--- config.mk ---
export PLATFORM = sky130hd
export DESIGN_NAME = ps2_char_buffer
export DESIGN_NICKNAME = d
export VERILOG_FILES = /design/src/rtl/ps2_pkg.sv /design/src/rtl/ps2_scan2ascii.sv /design/src/rtl/ps2_char_buffer.sv
export SDC_FILE = /design/constraint.sdc
export NUM_CORES = 1
export LEC_CHECK = 0
export BUFFER_PORTS_ARGS = -buffer_cell sky130_fd_sc_hd__buf_2
export CAP_MARGIN = 20
export CORE_ASPECT_RATIO = 0.9
export CORE_UTILIZATION = 40
export DETAILED_ROUTE_END_ITERATION = 12
export MAX_ROUTING_LAYER = met4
export PLACE_DENSITY = 0.62
export SKIP_CTS_REPAIR_TIMING = 1
export SLEW_MARGIN = 20
export SYNTH_ARGS = -nofsm -noshare
export SYNTH_HDL_FRONTEND = slang
export SYNTH_HIERARCHICAL = 1
export SYNTH_SLANG_ARGS = --single-unit
--- constraint.sdc ---
create_clock -name CLK_20M -period 6.71 [get_ports CLK_20M]
set_input_delay 0.3355 -clock CLK_20M [delete_from_list [all_inputs] [get_ports CLK_20M]]
set_output_delay 0.3355 -clock CLK_20M [all_outputs]
set_load 0.01 [all_outputs]
--- src/rtl/ps2_pkg.sv ---
// Shared action encoding and scancode constants for the PS/2 character buffer.
package ps2_pkg;

  typedef enum logic [2:0] {
    ActNone,
    ActPrint,
    ActBksp,
    ActEnter,
    ActCaps,
    ActClear
  } action_e;

  localparam logic [7:0] SC_BKSP  = 8'h66;
  localparam logic [7:0] SC_ENTER = 8'h5A;
  localparam logic [7:0] SC_CAPS  = 8'h58;
  localparam logic [7:0] SC_EXT   = 8'hE0;
  localparam logic [7:0] SC_DEL   = 8'h71;

  localparam logic [7:0] BLANK_CHAR  = 8'h20;
  localparam logic [7:0] CASE_OFFSET = 8'h20;

endpackage

--- src/rtl/ps2_scan2ascii.sv ---
// Combinational classifier: {prefix, scancode} release word to an edit action and ASCII char.
module ps2_scan2ascii
  import ps2_pkg::*;
(
  input  logic [15:0] word,
  input  logic        caps,
  output action_e     action,
  output logic [7:0]  ch
);

  always_comb begin
    action = ActNone;
    ch     = 8'h00;
    if (word[15:8] == 8'h00) begin
      action = ActPrint;
      case (word[7:0])
        8'h1C: ch = 8'h61;
        8'h32: ch = 8'h62;
        8'h21: ch = 8'h63;
        8'h23: ch = 8'h64;
        8'h24: ch = 8'h65;
        8'h2B: ch = 8'h66;
        8'h34: ch = 8'h67;
        8'h33: ch = 8'h68;
        8'h43: ch = 8'h69;
        8'h3B: ch = 8'h6A;
        8'h42: ch = 8'h6B;
        8'h4B: ch = 8'h6C;
        8'h3A: ch = 8'h6D;
        8'h31: ch = 8'h6E;
        8'h44: ch = 8'h6F;
        8'h4D: ch = 8'h70;
        8'h15: ch = 8'h71;
        8'h2D: ch = 8'h72;
        8'h1B: ch = 8'h73;
        8'h2C: ch = 8'h74;
        8'h3C: ch = 8'h75;
        8'h2A: ch = 8'h76;
        8'h1D: ch = 8'h77;
        8'h22: ch = 8'h78;
        8'h35: ch = 8'h79;
        8'h1A: ch = 8'h7A;
        8'h45: ch = 8'h30;
        8'h16: ch = 8'h31;
        8'h1E: ch = 8'h32;
        8'h26: ch = 8'h33;
        8'h25: ch = 8'h34;
        8'h2E: ch = 8'h35;
        8'h36: ch = 8'h36;
        8'h3D: ch = 8'h37;
        8'h3E: ch = 8'h38;
        8'h46: ch = 8'h39;
        8'h29: ch = 8'h20;
        SC_BKSP:  action = ActBksp;
        SC_ENTER: action = ActEnter;
        SC_CAPS:  action = ActCaps;
        default:  action = ActNone;
      endcase
    end else if (word[15:8] == SC_EXT && word[7:0] == SC_DEL) begin
      action = ActClear;
    end

    // Only lowercase letters are shifted; digits and space ignore Caps.
    if (action == ActPrint && caps && ch >= 8'h61 && ch <= 8'h7A) begin
      ch = ch - CASE_OFFSET;
    end
  end

endmodule

--- src/rtl/ps2_char_buffer.sv ---
// Three-stage PS/2 line editor: new-word detect, decode, execute into a 16-cell line buffer.
module ps2_char_buffer
  import ps2_pkg::*;
#(
  parameter int unsigned DEPTH  = 16,
  parameter int unsigned ADDR_W = 4,
  parameter logic [7:0]  BLANK  = BLANK_CHAR
) (
  input  logic              CLK_20M,
  input  logic              RST_N,
  input  logic [15:0]       i_ps2_data,
  input  logic [ADDR_W-1:0] i_rd_addr,
  output logic [7:0]        o_rd_char,
  output logic [ADDR_W:0]   o_cursor,
  output logic              o_caps,
  output logic              o_full,
  output logic              o_upd
);

  localparam logic [ADDR_W:0] CursorMax = (ADDR_W + 1)'(DEPTH);
  localparam logic [ADDR_W:0] CursorOne = (ADDR_W + 1)'(1);

  logic [15:0]       prev_q, w1_q;
  logic              v1_q, v2_q;
  action_e           act2_q, dec_act;
  logic [7:0]        ch2_q, dec_ch;
  logic [ADDR_W:0]   cursor_q, cursor_d;
  logic              caps_q, caps_d;
  logic              upd_q, upd_d;
  logic [7:0]        mem_q [DEPTH];
  logic [7:0]        rd_q;
  logic              wr_en, clr_all;
  logic [ADDR_W-1:0] wr_addr;
  logic [7:0]        wr_data;
  logic              new_word;

  assign new_word = (i_ps2_data != prev_q) && (i_ps2_data != 16'h0000);

  ps2_scan2ascii u_scan2ascii (
    .word   (w1_q),
    .caps   (caps_q),
    .action (dec_act),
    .ch     (dec_ch)
  );

  always_ff @(posedge CLK_20M or negedge RST_N) begin
    if (!RST_N) begin
      prev_q <= 16'h0000;
      w1_q   <= 16'h0000;
      v1_q   <= 1'b0;
      v2_q   <= 1'b0;
      act2_q <= ActNone;
      ch2_q  <= 8'h00;
    end else begin
      prev_q <= i_ps2_data;
      v1_q   <= new_word;
      if (new_word) w1_q <= i_ps2_data;
      v2_q   <= v1_q;
      act2_q <= dec_act;
      ch2_q  <= dec_ch;
    end
  end

  always_comb begin
    cursor_d = cursor_q;
    caps_d   = caps_q;
    upd_d    = 1'b0;
    wr_en    = 1'b0;
    clr_all  = 1'b0;
    wr_addr  = cursor_q[ADDR_W-1:0];
    wr_data  = ch2_q;
    if (v2_q) begin
      case (act2_q)
        ActPrint: begin
          if (cursor_q < CursorMax) begin
            wr_en    = 1'b1;
            cursor_d = cursor_q + CursorOne;
            upd_d    = 1'b1;
          end
        end
        ActBksp: begin
          if (cursor_q != '0) begin
            cursor_d = cursor_q - CursorOne;
            wr_en    = 1'b1;
            wr_addr  = cursor_d[ADDR_W-1:0];
            wr_data  = BLANK;
            upd_d    = 1'b1;
          end
        end
        ActEnter, ActClear: begin
          clr_all  = 1'b1;
          cursor_d = '0;
          upd_d    = 1'b1;
        end
        ActCaps: caps_d = ~caps_q;
        default: ;
      endcase
    end
    // Keys arrive far apart in practice; this only guards the pulse shape.
    upd_d = upd_d & ~upd_q;
  end

  always_ff @(posedge CLK_20M or negedge RST_N) begin
    if (!RST_N) begin
      cursor_q <= '0;
      caps_q   <= 1'b0;
      upd_q    <= 1'b0;
      rd_q     <= 8'h00;
      for (int i = 0; i < int'(DEPTH); i++) mem_q[i] <= BLANK;
    end else begin
      cursor_q <= cursor_d;
      caps_q   <= caps_d;
      upd_q    <= upd_d;
      rd_q     <= mem_q[i_rd_addr];
      if (clr_all) begin
        for (int i = 0; i < int'(DEPTH); i++) mem_q[i] <= BLANK;
      end else if (wr_en) begin
        mem_q[wr_addr] <= wr_data;
      end
    end
  end

  assign o_rd_char = rd_q;
  assign o_cursor  = cursor_q;
  assign o_caps    = caps_q;
  assign o_full    = (cursor_q == CursorMax);
  assign o_upd     = upd_q;

endmodule

==> results of run 1 <==
cells by family (layout without fill, tap and decap cells):
group / after synthesis / after routing / share of synthesized area, %
AO/OA/AOI/OAI: 254 / 254 / 20.99
AND/OR/NAND/NOR: 224 / 224 / 13.20
flip-flops: 188 / 188 / 48.69
buffers and inverters: 71 / 86 / 3.430
multiplexers: 58 / 58 / 11.36
XOR/XNOR: 20 / 20 / 1.805
adder cells (fa/ha/maj): 4 / 4 / 0.5158
area by class of cell:
cell class                      count  share of cell area, %
Sequential cell                   188                  44.36
Multi-Input combinational cell    560                  43.68
Clock buffer                       18                  4.124
Tap cell                          302                  3.548
Timing Repair Buffer               43                  2.279
Clock inverter                     14                  1.621
Inverter                           11                 0.3877
worst register-to-register path, delay by kind of cell, from the launching register on:
family / cells / cell delay [ns]
fa+ha+maj: 1 / 0.23
buf+inv: 1 / 0.25
compound gates: 4 / 0.89
flops: 1 / 0.62
simple gates: 2 / 1.26
metal layers:
metal / vias up / track usage (%)
met5: - / -
met4: 0 / 4.860
met3: 16 / 4.523
met2: 203 / 30.27
met1: 3549 / 30.23
li1: 3131 / -
synth_stat cells, types with 5 or more instances:
library cell / count
dfrtp_1: 172
o21ai_0: 8
o21ai_1: 45
a22o_1: 78
nor2_1: 32
clkbuf_1: 29
buf_1: 5
nand2b_1: 8
o211ai_1: 7
mux4_2: 40
xor2_1: 19
mux2_2: 17
nand2_1: 68
dfstp_2: 16
nand3_1: 11
nor2b_1: 7
nor2_4: 8
o22ai_1: 5
a31oi_1: 8
buf_6: 5
inv_1: 11
nor4_1: 10
a21oi_1: 22
buf_2: 20
a21oi_4: 9
o2bb2ai_1: 7
nor3_1: 17
nand4_1: 5
and2_1: 9
a21oi_2: 11
a22oi_1: 6
state kept, by name, summed over array words and instances (netlist names):
register / cells
o_rd_char: 8
v1_q: 1
mem_q: 128
o_upd: 1
w1_q: 16
ch2_q: 8
o_cursor: 5
v2_q: 1
prev_q: 16
act2_q: 3
o_caps: 1
stage by stage:
stage | std cells | hold slack, ns | power (mW) | utilization (%) | setup slack (ns)
after floorplan | 819 | 0.03991 | 1.236 | - | 4.025
after global placement | 1104 | 0.3315 | 1.283 | 42.51 | 3.507
after detailed placement | 1104 | 0.3386 | 1.283 | 42.51 | 3.380
after CTS | 1136 | 0.02376 | 2.313 | 45.10 | 3.372
after global routing | 1136 | 0.04070 | 2.370 | 45.11 | 3.061
final | 1136 | -0.01931 | 2.292 | 45.11 | 3.355
power groups by stage:
stage	registers, mW	logic [mW]	clock network (mW)
after floorplan	1.17	0.0667	0
after global placement	1.18	0.102	0
after detailed placement	1.18	0.103	0
after CTS	1.16	0.103	1.05
after global routing	1.16	0.113	1.10
final	1.16	0.101	1.03
worst max path at each step:
stage	to	cells past startpoint	from	slack [ns]
after floorplan	mem_q[77]	11	o_cursor[1]	4.02
after global placement	mem_q[40]	8	o_cursor[0]	3.51
after detailed placement	mem_q[43]	8	o_cursor[0]	3.38
after CTS	mem_q[98]	8	o_cursor[0]	3.37
after global routing	mem_q[97]	8	o_cursor[0]	3.06
final	mem_q[98]	8	o_cursor[0]	3.35
==> run_results.csv, run 1 <==
group,metric,value,unit
run_status,status,"finished, violations left",
run_status,violations,"DRC, hold timing",
placed_design,dp_hpwl,15970,um
synthesis,yosysTopAreaCell,"dfrtp_1",
power_and_ir_drop,power.share.switching,24.73,%
route,drcViolationCount,2,
timing,whs,-0.01931,ns
timing,rsz0062_at_grt,"false",
placed_design,dpl-instance-area,0.01003,mm2
worst_setup_path,rr_worst_depth,8,
route,drt.antenna.violating_nets,0,
min_path,holdCritPathClass,"in2async",
worst_setup_path,worst_path_most_repeated_cell,"a21oi_2",
timing,skew,0.01081,ns
timing,worst_pin_slew,1.001,ns
timing,period_share,50.00,%
power_and_ir_drop,pwr-share-comb,4.4,%
global_routing,grt_max_degree,105,
synthesis,yosys_most_used_dff,"dfrtp_1",
worst_setup_path,crit_required,7.06,ns
floorplan,core_area,0.02361,mm2
global_routing,grt_pass1_wl,39080,um
synthesis,synth_seq_cells,188,
floorplan,die_height,149.8,um
clock_network,clockBufferDepth,2,
floorplan,die-area,0.02489,mm2
power_and_ir_drop,power_frac_seq,50.6,%
route,routed-wl-met3,1427,um
final_layout,drive_above_1_share,24.10,%
final_layout,final_cell_mix,"172 x dfrtp_1, 78 x a22o_1, 68 x nand2_1",
flow_run,max_cap_violations,0,
final_layout,multiInputGateArea,0.004652,mm2
final_layout,areaGrowthSynthToFinish,9.761,%
worst_setup_path,cp_cell_sequence,"inv_1, ha_1, or4b_4, o221ai_4, or2_1, a21oi_2, a21oi_2, o2bb2ai_1",
clock_network,insertion_delay,0.43,ns
timing,hold_violations,11,
power_and_ir_drop,p_sw,0.5669,mW
worst_setup_path,cp_num_buf_inv,1,
route,drt-vias-per-instance,6.073,
worst_setup_path,arrival,3.70,ns
clock_network,htreeDepth,4,
clock_network,clock_sinks,188,
final_layout,seq_area,0.004725,mm2
worst_setup_path,r2r_slack,3.35,ns
floorplan,num_io_pins,38,
power_and_ir_drop,peakVddDrop,0.1577,mV
clock_network,clk_pin_slew,0.07,ns
route,top_layer,"met4",
final_layout,final_area,0.01065,mm2
final_layout,fillers,2172,
final_layout,layout_commonest_cell,"dfrtp_1",
route,firstDrtPassIters,9,
synthesis,synth-edff-count,0,
synthesis,postSynthAreaPerCell,11.85,um2
global_routing,grtUsageTotal,21.02,%
synthesis,yosys.cell_types.count,90,
timing,fin_tns_setup,0,ns
floorplan,die_w,166.2,um
route,wl_met1,11440,um
synthesis,synthTopCellsByArea,"dfrtp_1 44%, mux4_2 9.3%, a22o_1 7.0%",
worst_setup_path,critPathMaxStageDelay,0.70,ns
synthesis,syn_inst,819,
synthesis,syn-num-nets,845,
timing,fin_crit,3.355,ns
synthesis,async_flop_share,100.0,%
worst_setup_path,r2r_end,"mem_q[98]",
worst_setup_path,cp-end-kind,"flop",
worst_setup_path,r2r_start,"o_cursor[0]",
final_layout,nNetsFinal,847,
route,wl_per_cell,21.31,um
global_routing,antenna_found_initial,0,
worst_setup_path,critical_path.top_delay_family,"simple AND/OR/NAND/NOR gates",
final_layout,diodes,0,
clock_network,root_buffer,"clkbuf_16",
synthesis,synth_top_cell_area_share,44.36,%
worst_setup_path,critPathKind,"reg2reg",
global_routing,gr-total-overflow,0,
power_and_ir_drop,power.share.clock,45.0,%
worst_setup_path,crit_path_start_kind,"flop",
clock_network,cts_made_buffers,17,
floorplan,start_util,41.10,%
power_and_ir_drop,leakage,4.348,nW
clock_network,cts_tree,"done",
floorplan,placement_rows,53,
worst_setup_path,path_max_fanout,23,
synthesis,ys_seq_area_share,48.69,%
synthesis,synth_area,0.009703,mm2
placed_design,port_buffers,37,
timing,max_freq,298.0,MHz
timing,slew_headroom,33.24,%
timing,setup_viol,0,
power_and_ir_drop,p_int,1.725,mW
timing,drv_slew,0,
global_routing,grt_pass1_vias,6626,
route,vias,6899,
route,drtIter0Drc,583,
placed_design,gp_congestion,0.8383,
power_and_ir_drop,pwr_density_cell,215.2,mW/mm2
worst_setup_path,cpMaxStageDelayCell,"or2_1",
route,routed-wl-met2,11070,um
synthesis,yosysWarnings,6,
route,routed_wl,24210,um
(Power assumes the default switching activity.)
==> inputs of run 2 (changes only) <==
==> constraint.sdc (replaced) <==
create_clock -name CLK_20M -period 3.2 [get_ports CLK_20M]
set_input_delay 0.16 -clock CLK_20M [delete_from_list [all_inputs] [get_ports CLK_20M]]
set_output_delay 0.16 -clock CLK_20M [all_outputs]
set_load 0.01 [all_outputs]
==> run_results.csv, run 2 (synthesized netlist as in run 1, its figures left out) <==
group,metric,value,unit
power_and_ir_drop,peakVddDrop,0.3160,mV
route,drtIter0Drc,658,
route,firstDrtPassIters,9,
timing,drv_slew,0,
final_layout,layout_commonest_cell,"dfrtp_1",
route,drt.antenna.violating_nets,0,
route,vias,7079,
final_layout,areaGrowthSynthToFinish,12.86,%
final_layout,final_area,0.01095,mm2
worst_setup_path,crit_required,3.55,ns
timing,hold_violations,0,
min_path,holdCritPathClass,"in2reg",
floorplan,placement_rows,53,
timing,rsz0062_at_grt,"false",
clock_network,clk_pin_slew,0.08,ns
placed_design,dpl-instance-area,0.01018,mm2
worst_setup_path,arrival,3.18,ns
power_and_ir_drop,leakage,4.502,nW
clock_network,insertion_delay,0.44,ns
worst_setup_path,cp_cell_sequence,"inv_1, ha_1, or4b_4, o221ai_4, or2_1, o31a_1, nand2_1, o21ai_1",
final_layout,diodes,0,
timing,fin_crit,2.828,ns
timing,worst_pin_slew,0.9482,ns
worst_setup_path,critPathMaxStageDelay,0.56,ns
final_layout,fillers,2141,
floorplan,core_area,0.02361,mm2
timing,skew,0.01836,ns
route,routed_wl,24940,um
floorplan,die_w,166.2,um
timing,max_freq,353.5,MHz
flow_run,max_cap_violations,0,
global_routing,antenna_found_initial,0,
run_status,violations,"DRC",
worst_setup_path,cpMaxStageDelayCell,"or4b_4",
placed_design,dp_hpwl,16640,um
clock_network,cts_made_buffers,17,
route,drt-vias-per-instance,6.045,
floorplan,die_height,149.8,um
final_layout,top_regs,"mem_q x128, prev_q x16, w1_q x16",
global_routing,grtUsageTotal,21.47,%
clock_network,clock_sinks,188,
final_layout,final_cell_mix,"172 x dfrtp_1, 78 x a22o_1, 68 x nand2_1",
global_routing,grt_pass1_vias,6812,
floorplan,num_io_pins,38,
final_layout,drive_above_1_share,25.09,%
placed_design,gp_congestion,0.8876,
route,drcViolationCount,2,
final_layout,top_register,"mem_q",
timing,slew_headroom,36.64,%
clock_network,clockBufferDepth,2,
clock_network,cts_tree,"done",
final_layout,nNetsFinal,882,
worst_setup_path,cp-end-kind,"flop",
worst_setup_path,r2r_slack,0.37,ns
timing,layout_setup_ws,0.3715,ns
worst_setup_path,critPathKind,"reg2reg",
global_routing,grt_pass1_wl,39750,um
clock_network,root_buffer,"clkbuf_16",
floorplan,die-area,0.02489,mm2
final_layout,largest_reg_flops,128,
placed_design,port_buffers,37,
power_and_ir_drop,pwr_density_cell,440.4,mW/mm2
timing,period_share,88.39,%
global_routing,gr-total-overflow,0,
worst_setup_path,crit_path_start_kind,"flop",
placed_design,post-place-ws,0.4589,ns
run_status,status,"finished, violations left",
route,wl_per_cell,21.29,um
worst_setup_path,path_max_fanout,15,
timing,setup_viol,0,
timing,fin_tns_setup,0,ns
clock_network,htreeDepth,4,
global_routing,grt_max_degree,85,
floorplan,start_util,41.10,%
==> run 2: cell type report <==
cell class / count / area, um2 / area share [%]
sequential: 188 / 4725 / 43.14
multi-input combinational: 560 / 4652 / 42.48
timing repair buffer: 78 / 556.8 / 5.085
clock buffer: 20 / 456.7 / 4.170
tap: 302 / 377.9 / 3.451
clock inverter: 12 / 141.4 / 1.291
inverter: 11 / 41.29 / 0.3771
==> run 2: per-stage QoR <==
stage | total power [mW] | instances | util [%] | hold WS (ns)
after global placement | 2.702 | 1122 | 43.13 | 0.2664
after CTS | 4.849 | 1154 | 45.66 | -0.2135
after global routing | 4.985 | 1171 | 46.39 | 0.1722
after floorplan | 2.592 | 819 | - | -0.1356
final | 4.822 | 1171 | 46.39 | 0.1790
after detailed placement | 2.704 | 1122 | 43.13 | 0.2747
==> run 2: metal layers <==
| metal | vias up | part of all wire (%) | GRT usage (%) |
|---|---|---|---|
| li1 | 3202 | - | - |
| met1 | 3609 | 46 | 30.27 |
| met2 | 250 | 46 | 31.75 |
| met3 | 18 | 6.9 | 4.470 |
| met4 | 0 | 0.86 | 5.000 |
| met5 | - | 0 | - |
==> run 2: critical path, delay by kind of cell (launching register included) <==
kind	cells	cell delay [ns]
AOI/OAI and AO/OA	3	0.79
adders and majority gates	1	0.22
buffers and inverters	1	0.14
DFF	1	0.38
and+or+nand+nor	3	1.20
==> run 2: power by group <==
group	total [mW]	leakage (nW)	internal (mW)	switching, mW
clock	2.15	0.295	1.15	0.999
sequential	2.42	2.48	2.40	0.0295
combinational	0.246	1.72	0.100	0.146
total	4.82	4.50	3.65	1.17
==> run 2: worst paths after layout <==
| check | endpoint | depth (start not counted) | start |
|---|---|---|---|
| min in group asynchronous | o_cursor[3] | 2 | RST_N |
| worst max-delay path | mem_q[54] | 8 | o_cursor[1] |
| max in group asynchronous | mem_q[22] | 3 | RST_N |
| worst min-delay path | o_rd_char[6] | 2 | i_rd_addr[3] |
| worst min register to register | v2_q | 0 | v1_q |
| worst max register to register | mem_q[54] | 8 | o_cursor[1] |
